## src/rtl/cache_req_master.sv

```systemverilog
// CPU-side request initiator for the cache: FIFO-buffered load/store issue with response pulses.
// Optional watchdog enabled by defining CACHE_REQ_TIMEOUT_EN.
module cache_req_master #(
    parameter int unsigned address_size    = 32,
    parameter int unsigned c_line_size     = 32,
    parameter int unsigned FIFO_DEPTH_LOG2 = 2,
    parameter int unsigned TIMEOUT_CYCLES  = 255
) (
    input  logic                       clk_i,
    input  logic                       reset_n_i,
    input  logic                       req_valid_i,
    output logic                       req_ready_o,
    input  logic                       req_wr_i,
    input  logic [address_size-1:0]    req_addr_i,
    input  logic [c_line_size-1:0]     req_wdata_i,
    output logic [address_size-1:0]    c_address_o,
    output logic                       c_read_o,
    output logic                       c_wr_o,
    output logic [c_line_size-1:0]     c_write_data_o,
    input  logic                       c_busywait_i,
    input  logic [c_line_size-1:0]     c_data_i,
    output logic                       rsp_valid_o,
    output logic                       rsp_wr_o,
    output logic [c_line_size-1:0]     rsp_data_o,
    output logic [FIFO_DEPTH_LOG2:0]   pending_o,
    output logic                       timeout_err_o
);

    localparam int unsigned DEPTH   = 1 << FIFO_DEPTH_LOG2;
    localparam int unsigned ENTRY_W = 1 + address_size + c_line_size;

    typedef enum logic [1:0] {
        IDLE   = 2'd0,
        ACCESS = 2'd1,
        ERR    = 2'd2
    } state_t;

    state_t                     state, state_nxt;
    logic [FIFO_DEPTH_LOG2-1:0] wr_ptr, rd_ptr;
    logic [FIFO_DEPTH_LOG2:0]   count;
    logic [ENTRY_W-1:0]         fifo_mem [DEPTH];
    logic [ENTRY_W-1:0]         head;
    logic                       push, pop, complete, issue_wr;

`ifdef CACHE_REQ_TIMEOUT_EN
    logic [7:0] wd_cnt;
    logic       err_q;
`endif

    assign req_ready_o = (count != (FIFO_DEPTH_LOG2+1)'(DEPTH));
    assign push        = req_valid_i && req_ready_o;
    assign pending_o   = count;
    assign head        = fifo_mem[rd_ptr];

    always_ff @(posedge clk_i) begin
        if (push) fifo_mem[wr_ptr] <= {req_wr_i, req_addr_i, req_wdata_i};
    end

    always_comb begin
        state_nxt = state;
        pop       = 1'b0;
        complete  = 1'b0;
        c_read_o  = 1'b0;
        c_wr_o    = 1'b0;
        case (state)
            IDLE: begin
                if (count != '0) begin
                    pop       = 1'b1;
                    state_nxt = ACCESS;
                end
            end
            ACCESS: begin
                c_read_o = !issue_wr;
                c_wr_o   = issue_wr;
                if (!c_busywait_i) begin
                    complete = 1'b1;
                    if (count != '0) pop = 1'b1;
                    else             state_nxt = IDLE;
                end
`ifdef CACHE_REQ_TIMEOUT_EN
                // 8-bit counter would reach TIMEOUT_CYCLES at this edge
                else if (wd_cnt == 8'(TIMEOUT_CYCLES - 1)) begin
                    state_nxt = ERR;
                end
`endif
            end
            default: state_nxt = state;
        endcase
    end

    always_ff @(posedge clk_i or negedge reset_n_i) begin
        if (!reset_n_i) begin
            state          <= IDLE;
            wr_ptr         <= '0;
            rd_ptr         <= '0;
            count          <= '0;
            c_address_o    <= '0;
            c_write_data_o <= '0;
            issue_wr       <= 1'b0;
            rsp_valid_o    <= 1'b0;
            rsp_wr_o       <= 1'b0;
            rsp_data_o     <= '0;
        end else begin
            state <= state_nxt;
            if (push) wr_ptr <= wr_ptr + 1'b1;
            if (pop)  rd_ptr <= rd_ptr + 1'b1;
            case ({push, pop})
                2'b10:   count <= count + 1'b1;
                2'b01:   count <= count - 1'b1;
                default: count <= count;
            endcase
            if (pop) begin
                issue_wr       <= head[ENTRY_W-1];
                c_address_o    <= head[c_line_size +: address_size];
                c_write_data_o <= head[c_line_size-1:0];
            end
            rsp_valid_o <= complete;
            if (complete) begin
                rsp_wr_o <= issue_wr;
                if (!issue_wr) rsp_data_o <= c_data_i;
            end
        end
    end

`ifdef CACHE_REQ_TIMEOUT_EN
    always_ff @(posedge clk_i or negedge reset_n_i) begin
        if (!reset_n_i) begin
            wd_cnt <= '0;
            err_q  <= 1'b0;
        end else begin
            if (pop)                                 wd_cnt <= '0;
            else if (state == ACCESS && c_busywait_i) wd_cnt <= wd_cnt + 8'd1;
            if (state_nxt == ERR) err_q <= 1'b1;
        end
    end
    assign timeout_err_o = err_q;
`else
    assign timeout_err_o = 1'b0;
`endif

endmodule

```

## config.mk

```make
export PLATFORM = sky130hd
export DESIGN_NAME = cache_req_master
export DESIGN_NICKNAME = d
export VERILOG_FILES = /design/src/rtl/cache_req_master.sv
export SDC_FILE = /design/constraint.sdc
export NUM_CORES = 1
export LEC_CHECK = 0
export ABC_AREA = 1
export BUFFER_PORTS_ARGS = -buffer_cell sky130_fd_sc_hd__buf_2
export CORE_ASPECT_RATIO = 1.4
export CORE_MARGIN = 10
export CORE_UTILIZATION = 39
export CTS_CLUSTER_SIZE = 30
export DETAILED_ROUTE_END_ITERATION = 10
export GPL_TIMING_DRIVEN = 1
export PLACE_DENSITY = 0.58
export SLEW_MARGIN = 30
export SYNTH_ARGS = -nofsm -noshare
export SYNTH_HDL_FRONTEND = slang
export SYNTH_SLANG_ARGS = --single-unit
export TNS_END_PERCENT = 5
```

## constraint.sdc

```tcl
create_clock -name clk_i -period 3.56 [get_ports clk_i]
set_input_delay 0.356 -clock clk_i [delete_from_list [all_inputs] [get_ports clk_i]]
set_output_delay 0.356 -clock clk_i [all_outputs]
set_load 0.005 [all_outputs]
```

==> flow_summary.ini, run 1 <==
[clock_network]
clock_latency_ps = 530
cts_resized = 0
cts_setup_buffers = 0
cts.clk_slew.worst_paths_ps = 60
cts_made_buffers = 37
cts_max_level = 2
clock-sinks = 367
cts-root-to-sink-buffers = 3
cts_tree = built
root_buffer = clkbuf_16

[setup_path]
cp_num_buf_inv = 2
cp_cell_sequence = inv_4 -> buf_12 -> nand2_1 -> nand3_1 -> nand2_1 -> nand2_1 -> nand2_1
path_max_fanout = 70
arrival_ps = 2690
start_kind = flip-flop
crit_path_frequent_cell = nand2_1
cp_top_family = buffers and inverters
crit_type = flip-flop to flip-flop
critPathSlowestCell = dfrtp_4
required_ps = 3980
critPathCaptureType = flip-flop
critPathMaxStageDelay_ps = 710

[placed_design]
post_dp_cell_area_um2 = 16630
hpwl_mm = 20.87
pre_cts_slack_ps = 1241
place.gp.congestion = 0.7349
port-buffer-count = 204

[job]
max_cap_viol_count = 0

[timing]
holdWs_ps = 41.41
setup_viol = 0
fmax_ghz = 0.4398
max_slew.worst_pin.slew_ps = 947.3
hold_viol_final = 0
layout_setup_ws_ps = 1286
min_period_over_period_pct = 63.86
fin_skew_ps = 11.89
rsz0062_at_grt = false
drv_slew = 0
tns_ps = 0
slew_headroom_pct = 36.84
min_period_ps = 2274

[route]
wl_per_cell_um = 15.68
wirelength_mm = 35.21
num_vias = 10020
ant_nets = 0
drt_iter0_drc = 481
via_per_inst = 4.463
drc_errors = 0
first_pass_iters = 5

[finish]
drive_above_1_share_pct = 16.75
multiInputGateArea_um2 = 3251
area.growth.synth_to_final_pct = 18.41
nNetsFinal = 1797
ff_latch_area_um2 = 10490
nFillCells = 3585
stdcell_area_um2 = 17930

[die]
dieArea_um2 = 47210
core_area_um2 = 38390
initial_core_util_pct = 39.43
ios = 206
num_rows = 85
die_width_um = 186.5
fp.dieH_um = 253.1

[yosys]
syn_inst = 1494
synth_cell_types = 21
yosys_register_bits = 367
yosysWarningCount = 0
syn_area_um2 = 15140
syn_nets = 1601
seq_area_frac_synth_pct = 69.26
synth_area_per_cell_um2 = 10.13

[global_routing]
overflow = 0
use_met2_pct = 25.73
grt_pass1_wl_mm = 55.87
antenna_found_initial = 8
busiest_layer = met2
grt_use_total_pct = 14.75
grt_max_degree = 86
grtUsageMet3_pct = 3.345
use_met1_pct = 17.53
grt_pass1_vias = 9993

[pwr]
ir_drop_uv = 428.2
leakage_nw = 8.783
power.total_mw = 15.01
power_density_nw_per_um2 = 837.5

[status]
status = completed

[hold_path]
hp-class = input port to flip-flop
cells by family (layout without fill, tap and decap cells):
| family | count (synthesis) | in the layout | synth area share (%) |
|---|---|---|---|
| other | 1 | 5 | 0.02477 |
| flip-flops | 367 | 367 | 69.26 |
| buffers and inverters | 343 | 568 | 9.504 |
| AO/OA/AOI/OAI | 2 | 2 | 0.06612 |
| adder cells (fa/ha/maj) | 6 | 6 | 0.5455 |
| XOR/XNOR | 5 | 5 | 0.2893 |
| AND/OR/NAND/NOR | 770 | 770 | 20.31 |
routing by layer:
layer	wire, µm	vias up
li1	-	4992
met1	14780	4718
met2	17760	248
met3	1925	53
met4	678	8
met5	55	-
worst register-to-register path: cells and delay by family (launching register included):
kind	cells	cell delay, ps
buffers and inverters	2	1070
DFF	1	710
and+or+nand+nor	5	400
path summary, 6_finish.rpt:
check | from | endpoint | slack, ps | depth (start not counted)
max | rd_ptr[0]$_DFFE_PN0P_ | c_address_o[20]$_DFFE_PN0P_ | 1290 | 7
min | c_data_i[26] | rsp_data_o[26]$_DFFE_PN0P_ | 40 | 3
max reg2reg | rd_ptr[0]$_DFFE_PN0P_ | c_address_o[20]$_DFFE_PN0P_ | 1290 | 7
min reg2reg | rsp_data_o[1]$_DFFE_PN0P_ | rsp_data_o[1]$_DFFE_PN0P_ | 460 | 2
max in group asynchronous | reset_n_i | c_address_o[13]$_DFFE_PN0P_ | 2400 | 3
min in group asynchronous | reset_n_i | c_write_data_o[25]$_DFFE_PN0P_ | 410 | 2
power by group:
group	leakage, nW	switching, mW	internal, mW	total (mW)
Clock	0.623	1.58	2.47	4.05
Combinational	4.48	3.02	1.53	4.56
Sequential	3.68	0.559	5.85	6.40
synthesized netlist by cell type (all sizes together):
library cell	n	area share, %
nor2	8	0.20
nor3	1	0.11
ha	5	0.41
conb	1	0.025
xor2	3	0.17
clkbuf	9	0.23
o21ai	2	0.066
dfrtp	107	18
inv	278	6.9
xnor2	2	0.12
buf	56	2.4
nand4	1	0.041
nand3	134	4.4
fa	1	0.13
nand2	626	16
edfxtp	260	52
final cells by class:
type | instances | area share, %
sequential | 367 | 58.51
multi-input combinational | 784 | 18.13
timing repair buffer | 222 | 6.707
clock buffer | 54 | 6.037
inverter | 278 | 5.835
tap | 522 | 3.643
clock inverter | 14 | 1.075
antenna | 4 | 0.05583
registers in the layout, summed over array words and instances, names as in the netlist:
name and flops:
c_write_data_o 32, rsp_wr_o 1, pending_o 3, rd_ptr 2
rsp_valid_o 1, wr_ptr 2, state 1, issue_wr 1
fifo_mem 260, rsp_data_o 32, c_address_o 32
through the flow:
stage / utilization (%) / std cells
after floorplan: - / 1494
after global placement: 43.31 / 2172
after detailed placement: 43.31 / 2172
after CTS: 46.66 / 2241
after global routing: 46.69 / 2245
final: 46.69 / 2245
cells in the final DEF, fill, tap and decap left out:
master         synthesis  layout
ha_1                   5       5
buf_6                  6       1
fa_1                   1       1
buf_2                 33     203
nor2_4                 0       4
diode_2                0       4
dfrtp_4                0       1
nand4_1                1       1
nand2_4                0       1
clkbuf_1               8      10
inv_2                  5       5
dlygate4sd3_1          0       1
nand3_1              134     134
clkinv_1               0       5
clkinv_2               0       3
bufinv_16              0       5
dfrtp_2                0       1
o21ai_0                2       2
inv_6                  0       1
conb_1                 1       1
clkbuf_16              0      39
xor2_1                 3       3
dfrtp_1              107     105
inv_4                  0       1
buf_12                 0       3
nor2_1                 8       4
nor3_4                 1       1
edfxtp_1             260     260
xnor2_1                2       2
clkbuf_8               0       5
buf_4                 17      14
inv_1                273     272
nand2_1              625     625
what timing repair did:
action / CTS / global route
setup endpoints to repair: 0 / 0
hold endpoints to repair: 37 / 0
hold buffers: 1 / 0
(Power assumes the default switching activity.)
==> run 2: changes to the inputs <==
--- a/config.mk
+++ b/config.mk
@@ -13,7 +13,7 @@
 export CTS_CLUSTER_SIZE = 30
 export DETAILED_ROUTE_END_ITERATION = 10
 export GPL_TIMING_DRIVEN = 1
-export PLACE_DENSITY = 0.58
+export PLACE_DENSITY = 0.56
 export SLEW_MARGIN = 30
 export SYNTH_ARGS = -nofsm -noshare
 export SYNTH_HDL_FRONTEND = slang
==> constraint.sdc (replaced) <==
create_clock -name clk_i -period 2.3 [get_ports clk_i]
set_input_delay 0.23 -clock clk_i [delete_from_list [all_inputs] [get_ports clk_i]]
set_output_delay 0.23 -clock clk_i [all_outputs]
set_load 0.005 [all_outputs]
==> run 2 against run 1 <==
Compared with the run above: clock skew is 4.4 ps higher; sequential power increased by 54%; final area increased by 5.8%; critical endpoint is now pending_o[2]$_DFFE_PN0P_; global-route usage up 0.64 points; maximum frequency up 23%; sequential share of layout area down 3.2 points; clock power is 44% higher; largest cell class unchanged; flip-flop and latch count did not move; setup slack worse by 840 ps; register-to-register slack got worse by 840 ps.
==> flow_summary.ini, run 2 (synthesized netlist as in run 1, its figures left out) <==
[route]
drt_iter0_drc = 487
ant_nets = 0
num_vias = 10470
wl_per_cell_um = 15.54
drc_errors = 0
via_per_inst = 4.459
wirelength_mm = 36.48
first_pass_iters = 5

[die]
initial_core_util_pct = 39.43
fp.dieH_um = 253.1
core_area_um2 = 38390
ios = 206
die_width_um = 186.5
dieArea_um2 = 47210
num_rows = 85

[clock_network]
clock_latency_ps = 540
cts_resized = 0
cts_setup_buffers = 0
cts-root-to-sink-buffers = 3
cts_made_buffers = 37
cts_max_level = 2
clock-sinks = 367
cts_tree = built
cts.clk_slew.worst_paths_ps = 60
root_buffer = clkbuf_16

[finish]
largest_register = fifo_mem
drive_above_1_share_pct = 16.19
nNetsFinal = 1900
nFillCells = 3484
finalCoreUtilization_pct = 49.39
fin_cells = 2348
final_cell_mix = nand2_1 (625), inv_1 (272), edfxtp_1 (260)
largest_reg_flops = 260
stdcell_area_um2 = 18960
area.growth.synth_to_final_pct = 25.26
final_common_cell = nand2_1

[setup_path]
required_ps = 2710
path_max_fanout = 4
ff2ff_path_depth = 9
crit_type = flip-flop to flip-flop
start_kind = flip-flop
reg2reg_to = pending_o[2]$_DFFE_PN0P_
critPathCaptureType = flip-flop
arrival_ps = 2270
reg2reg_from = pending_o[1]$_DFFE_PN0P_
rrSetupSlack_ps = 450

[timing]
fin_skew_ps = 16.25
fmax_ghz = 0.5395
hold_viol_final = 0
layout_setup_ws_ps = 446.3
slew_headroom_pct = 37.32
min_period_over_period_pct = 80.59
holdWs_ps = 199.0
setup_viol = 0
min_period_ps = 1854
drv_slew = 0
max_slew.worst_pin.slew_ps = 940.2
rsz0062_at_grt = false
tns_ps = 0

[pwr]
power_density_nw_per_um2 = 1226
leakage_nw = 9.197
ir_drop_uv = 680.3
power.total_mw = 23.25

[hold_path]
hp-class = input port to asynchronous set/reset pin

[global_routing]
overflow = 0
antenna_found_initial = 4
grt_pass1_vias = 10550
grt_pass1_wl_mm = 57.74
grt_use_total_pct = 15.39
grt_max_degree = 132

[placed_design]
place_inst = 2176
hpwl_mm = 20.25
pre_cts_slack_ps = 459.1
post_dp_cell_area_um2 = 16760
place.gp.congestion = 0.7494
port-buffer-count = 204

[status]
status = completed

[job]
max_cap_viol_count = 0
[run 2: per-layer routing]
metal	GRT usage [%]	part of all wire, %	vias to the layer above
met5	0	0	-
met4	5.218	2.4	0
met3	3.139	5.3	62
met2	27.48	51	265
met1	18.08	41	4944
li1	-	-	5199
[run 2: what timing repair did]
| action | in CTS | in global routing |
|---|---|---|
| setup endpoints to repair | 0 | 0 |
| hold buffers | 100 | 0 |
| hold endpoints to repair | 323 | 0 |
[run 2: worst max-delay path by stage]
stage / start / end / cells past startpoint
2_1_floorplan: pending_o[0]$_DFFE_PN0P_ / fifo_mem[0][0]$_DFFE_PP_ / 4
3_3_place_gp: pending_o[0]$_DFFE_PN0P_ / c_write_data_o[9]$_DFFE_PN0P_ / 7
3_5_place_dp: pending_o[1]$_DFFE_PN0P_ / rd_ptr[1]$_DFFE_PN0P_ / 5
4_1_cts: pending_o[1]$_DFFE_PN0P_ / rd_ptr[1]$_DFFE_PN0P_ / 5
5_1_grt: pending_o[1]$_DFFE_PN0P_ / pending_o[2]$_DFFE_PN0P_ / 9
6_report: pending_o[1]$_DFFE_PN0P_ / pending_o[2]$_DFFE_PN0P_ / 9
[run 2: layout make-up]
cell class | instances | area, µm² | share of cell area, %
Clock buffer | 49 | 1011 | 5.331
Antenna cell | 4 | 10.01 | 0.05278
Multi-Input combinational cell | 784 | 3251 | 17.14
Timing Repair Buffer | 325 | 2320 | 12.23
Tap cell | 522 | 653.1 | 3.444
Inverter | 278 | 1046 | 5.516
Sequential cell | 367 | 10490 | 55.33
Clock inverter | 19 | 180.2 | 0.9501
[run 2: report_power, final]
group,total (mW),switching [mW],internal [mW]
logic,7.55,4.91,2.64
clock network,5.85,2.50,3.36
registers,9.85,0.793,9.05
total,23.2,8.20,15.0
[run 2: worst max-delay path: stages, from the launching register on]
cell	delay (ps)
dfrtp_1	400
inv_1	140
nand3_1	150
nand2_1	110
ha_1	160
inv_1	70
fa_1	390
nand2_1	90
nand3_1	90
xor2_1	150
==> run 3: changes to the inputs <==
--- a/config.mk
+++ b/config.mk
@@ -5,7 +5,7 @@
 export SDC_FILE = /design/constraint.sdc
 export NUM_CORES = 1
 export LEC_CHECK = 0
-export ABC_AREA = 1
+export ABC_AREA = 0
 export BUFFER_PORTS_ARGS = -buffer_cell sky130_fd_sc_hd__buf_2
 export CORE_ASPECT_RATIO = 1.4
 export CORE_MARGIN = 10
@@ -13,7 +13,7 @@
 export CTS_CLUSTER_SIZE = 30
 export DETAILED_ROUTE_END_ITERATION = 10
 export GPL_TIMING_DRIVEN = 1
-export PLACE_DENSITY = 0.56
+export PLACE_DENSITY = 0.59
 export SLEW_MARGIN = 30
 export SYNTH_ARGS = -nofsm -noshare
 export SYNTH_HDL_FRONTEND = slang
==> constraint.sdc (replaced) <==
create_clock -name clk_i -period 1.7 [get_ports clk_i]
set_input_delay 0.17 -clock clk_i [delete_from_list [all_inputs] [get_ports clk_i]]
set_output_delay 0.17 -clock clk_i [all_outputs]
set_load 0.005 [all_outputs]
==> run 3 against run 2 <==
Compared with the run above: the flow now finishes with violations (setup timing); highest routed layer unchanged; register-to-register slack worse by 720 ps; hold slack better by 13 ps; largest power group unchanged; maximum frequency down 6.2%; clock power up 37%.
==> flow_summary.ini, run 3 <==
[clock_network]
clock-sinks = 367
root_buffer = clkbuf_16
clock_latency_ps = 530
cts_made_buffers = 38
cts_max_level = 2
cts.clk_slew.worst_paths_ps = 60
cts-root-to-sink-buffers = 3
cts_tree = built

[status]
violations = setup timing
status = finished, violations left

[route]
num_vias = 6979
drc_errors = 0
wirelength_mm = 30.26
ant_nets = 0
via_per_inst = 4.826
wl_per_cell_um = 20.93
first_pass_iters = 4
drt_iter0_drc = 302

[finish]
drive_above_1_share_pct = 49.60
area.growth.synth_to_final_pct = 33.98
final_common_cell = edfxtp_1
finalCoreUtilization_pct = 53.05
largest_register = fifo_mem
final_cell_mix = edfxtp_1 (260), buf_2 (203), dfrtp_1 (105)
largest_reg_flops = 260
nNetsFinal = 1071
stdcell_area_um2 = 18110
nFillCells = 2683
fin_cells = 1446

[global_routing]
grt_pass1_wl_mm = 47.44
overflow = 0
antenna_found_initial = 1
grt_max_degree = 63
grt_use_total_pct = 14.47
grt_pass1_vias = 7876

[setup_path]
cp_num_buf_inv = 2
ff2ff_path_depth = 9
crit_path_frequent_cell = xor2_1
critPathSlowestCell = or3b_4
required_ps = 2150
crit_type = flip-flop to flip-flop
arrival_ps = 2420
critPathMaxStageDelay_ps = 400
worst-path-stages = 9
cp_cell_sequence = or3b_4 -> and2_4 -> inv_4 -> ha_4 -> inv_2 -> fa_2 -> xor2_1 -> nor2_1 -> xor2_1
critPathCaptureType = flip-flop
cp_top_family = simple AND/OR/NAND/NOR gates
path_max_fanout = 2
start_kind = flip-flop

[die]
num_rows = 80
ios = 206
fp.dieH_um = 240.3
dieArea_um2 = 42610
core_area_um2 = 34130
initial_core_util_pct = 39.60
die_width_um = 177.3

[timing]
rsz0062_at_grt = true
layout_setup_ws_ps = -276.5
setup_viol = 68
hold_viol_final = 0
min_period_over_period_pct = 116.3
fin_skew_ps = 21.91
fmax_ghz = 0.5059
tns_ps = -7710
holdWs_ps = 212.3
drv_slew = 0
min_period_ps = 1977

[yosys]
synth_cell_types = 25
synth_area_leader_cell = edfxtp_1
ys_async_sr_fraction_pct = 29.16
yosys_register_bits = 367
synth_area_leaders = edfxtp_1 (58%), dfrtp_1 (20%), mux4_2 (11%), mux2_2 (8.2%), buf_6 (0.58%)
synth_edf_count = 260
synth_area_per_cell_um2 = 22.68
syn_inst = 596
synth_ff_type = edfxtp_1
syn_nets = 703
synth.most_common_cell = edfxtp_1
syn_area_um2 = 13520
seq_area_frac_synth_pct = 77.58
synth_top_area_share_pct = 57.77
yosysWarningCount = 0
synth_common_cells = edfxtp_1 (260), dfrtp_1 (107), mux2_2 (98), mux4_2 (65), buf_2 (11)

[hold_path]
hp-class = input port to flip-flop
min_path_cells = 4

[pwr]
ir_drop_uv = 1160
power.total_mw = 31.52
leakage_nw = 6.940
power_density_nw_per_um2 = 1741

[job]
max_cap_viol_count = 0

[placed_design]
post_dp_cell_area_um2 = 15570
port-buffer-count = 204
hpwl_mm = 18.89
place_inst = 1265
pre_cts_slack_ps = -309.5
place.gp.congestion = 0.6893
[run 3: changes by cell type in the layout (fill, tap and decap cells not counted), moves of 35 or more]
| cell | before | now |
|---|---|---|
| inv_1 | 272 | 4 |
| mux2_2 | 0 | 63 |
| mux2_4 | 0 | 35 |
| mux4_2 | 0 | 65 |
| nand2_1 | 625 | 1 |
| nand3_1 | 134 | 1 |
[run 3: cell families (layout without fill, tap and decap cells)]
family	after synthesis	count (layout)	share of synthesized area (%)
buf+inv	34	432	1.574
xor+xnor	6	6	0.3888
mux	164	164	19.07
fa+ha+maj	6	6	0.6110
other cells	1	2	0.02775
flops	367	367	77.58
simple gates	18	18	0.7499
[run 3: tightest hold or removal path: cells and delay by family]
family                 cells  cell delay [ps]
buffers and inverters      2              290
and+or+nand+nor            2              250
[run 3: timing repair]
item,4_1_cts,5_1_grt
buffers inserted,5,3
endpoints found under the setup margin,65,68
pin swaps,6,1
hold buffers,99,0
cloned,3,0
hold endpoints to repair,401,0
gates resized for setup,38,10
[run 3: path summary, 6_finish.rpt]
path                                           startpoint                     endpoint  slack (ps)
worst max-delay path             pending_o[1]$_DFFE_PN0P_     pending_o[2]$_DFFE_PN0P_        -280
worst min register to register  rsp_data_o[4]$_DFFE_PN0P_    rsp_data_o[4]$_DFFE_PN0P_         500
worst min-delay path                         c_busywait_i         state[0]$_DFFE_PN0P_         210
max in group asynchronous                       reset_n_i        rd_ptr[1]$_DFFE_PN0P_        1100
min in group asynchronous                       reset_n_i  c_address_o[20]$_DFFE_PN0P_         220
worst max register to register   pending_o[1]$_DFFE_PN0P_     pending_o[2]$_DFFE_PN0P_        -280
[run 3: final cells by class]
type                       count  area (µm²)  share of cell area, %
tap                          451       564.3                  3.116
multi-input combinational    195        3004                  16.59
clock inverter                23       183.9                  1.016
antenna                        1       2.502                0.01382
inverter                       7       28.78                 0.1589
clock buffer                  47        1035                  5.714
timing repair buffer         355        2796                  15.44
sequential                   367       10490                  57.95
[run 3: layer usage]
metal	share of wire, %	vias to the layer above	wire length, µm	track usage (%)
met5	0	-	0	0
met2	54	182	16450	26.30
met3	5.6	42	1693	3.093
met1	38	3624	11480	16.63
li1	-	3131	-	-
met4	2.1	0	639	4.354
[run 3: power breakdown]
part / internal [mW] / switching, mW / total, mW
combinational: 5.83 / 4.30 / 10.1
clock: 4.66 / 3.35 / 8.00
sequential: 12.3 / 1.05 / 13.4
total: 22.8 / 8.70 / 31.5
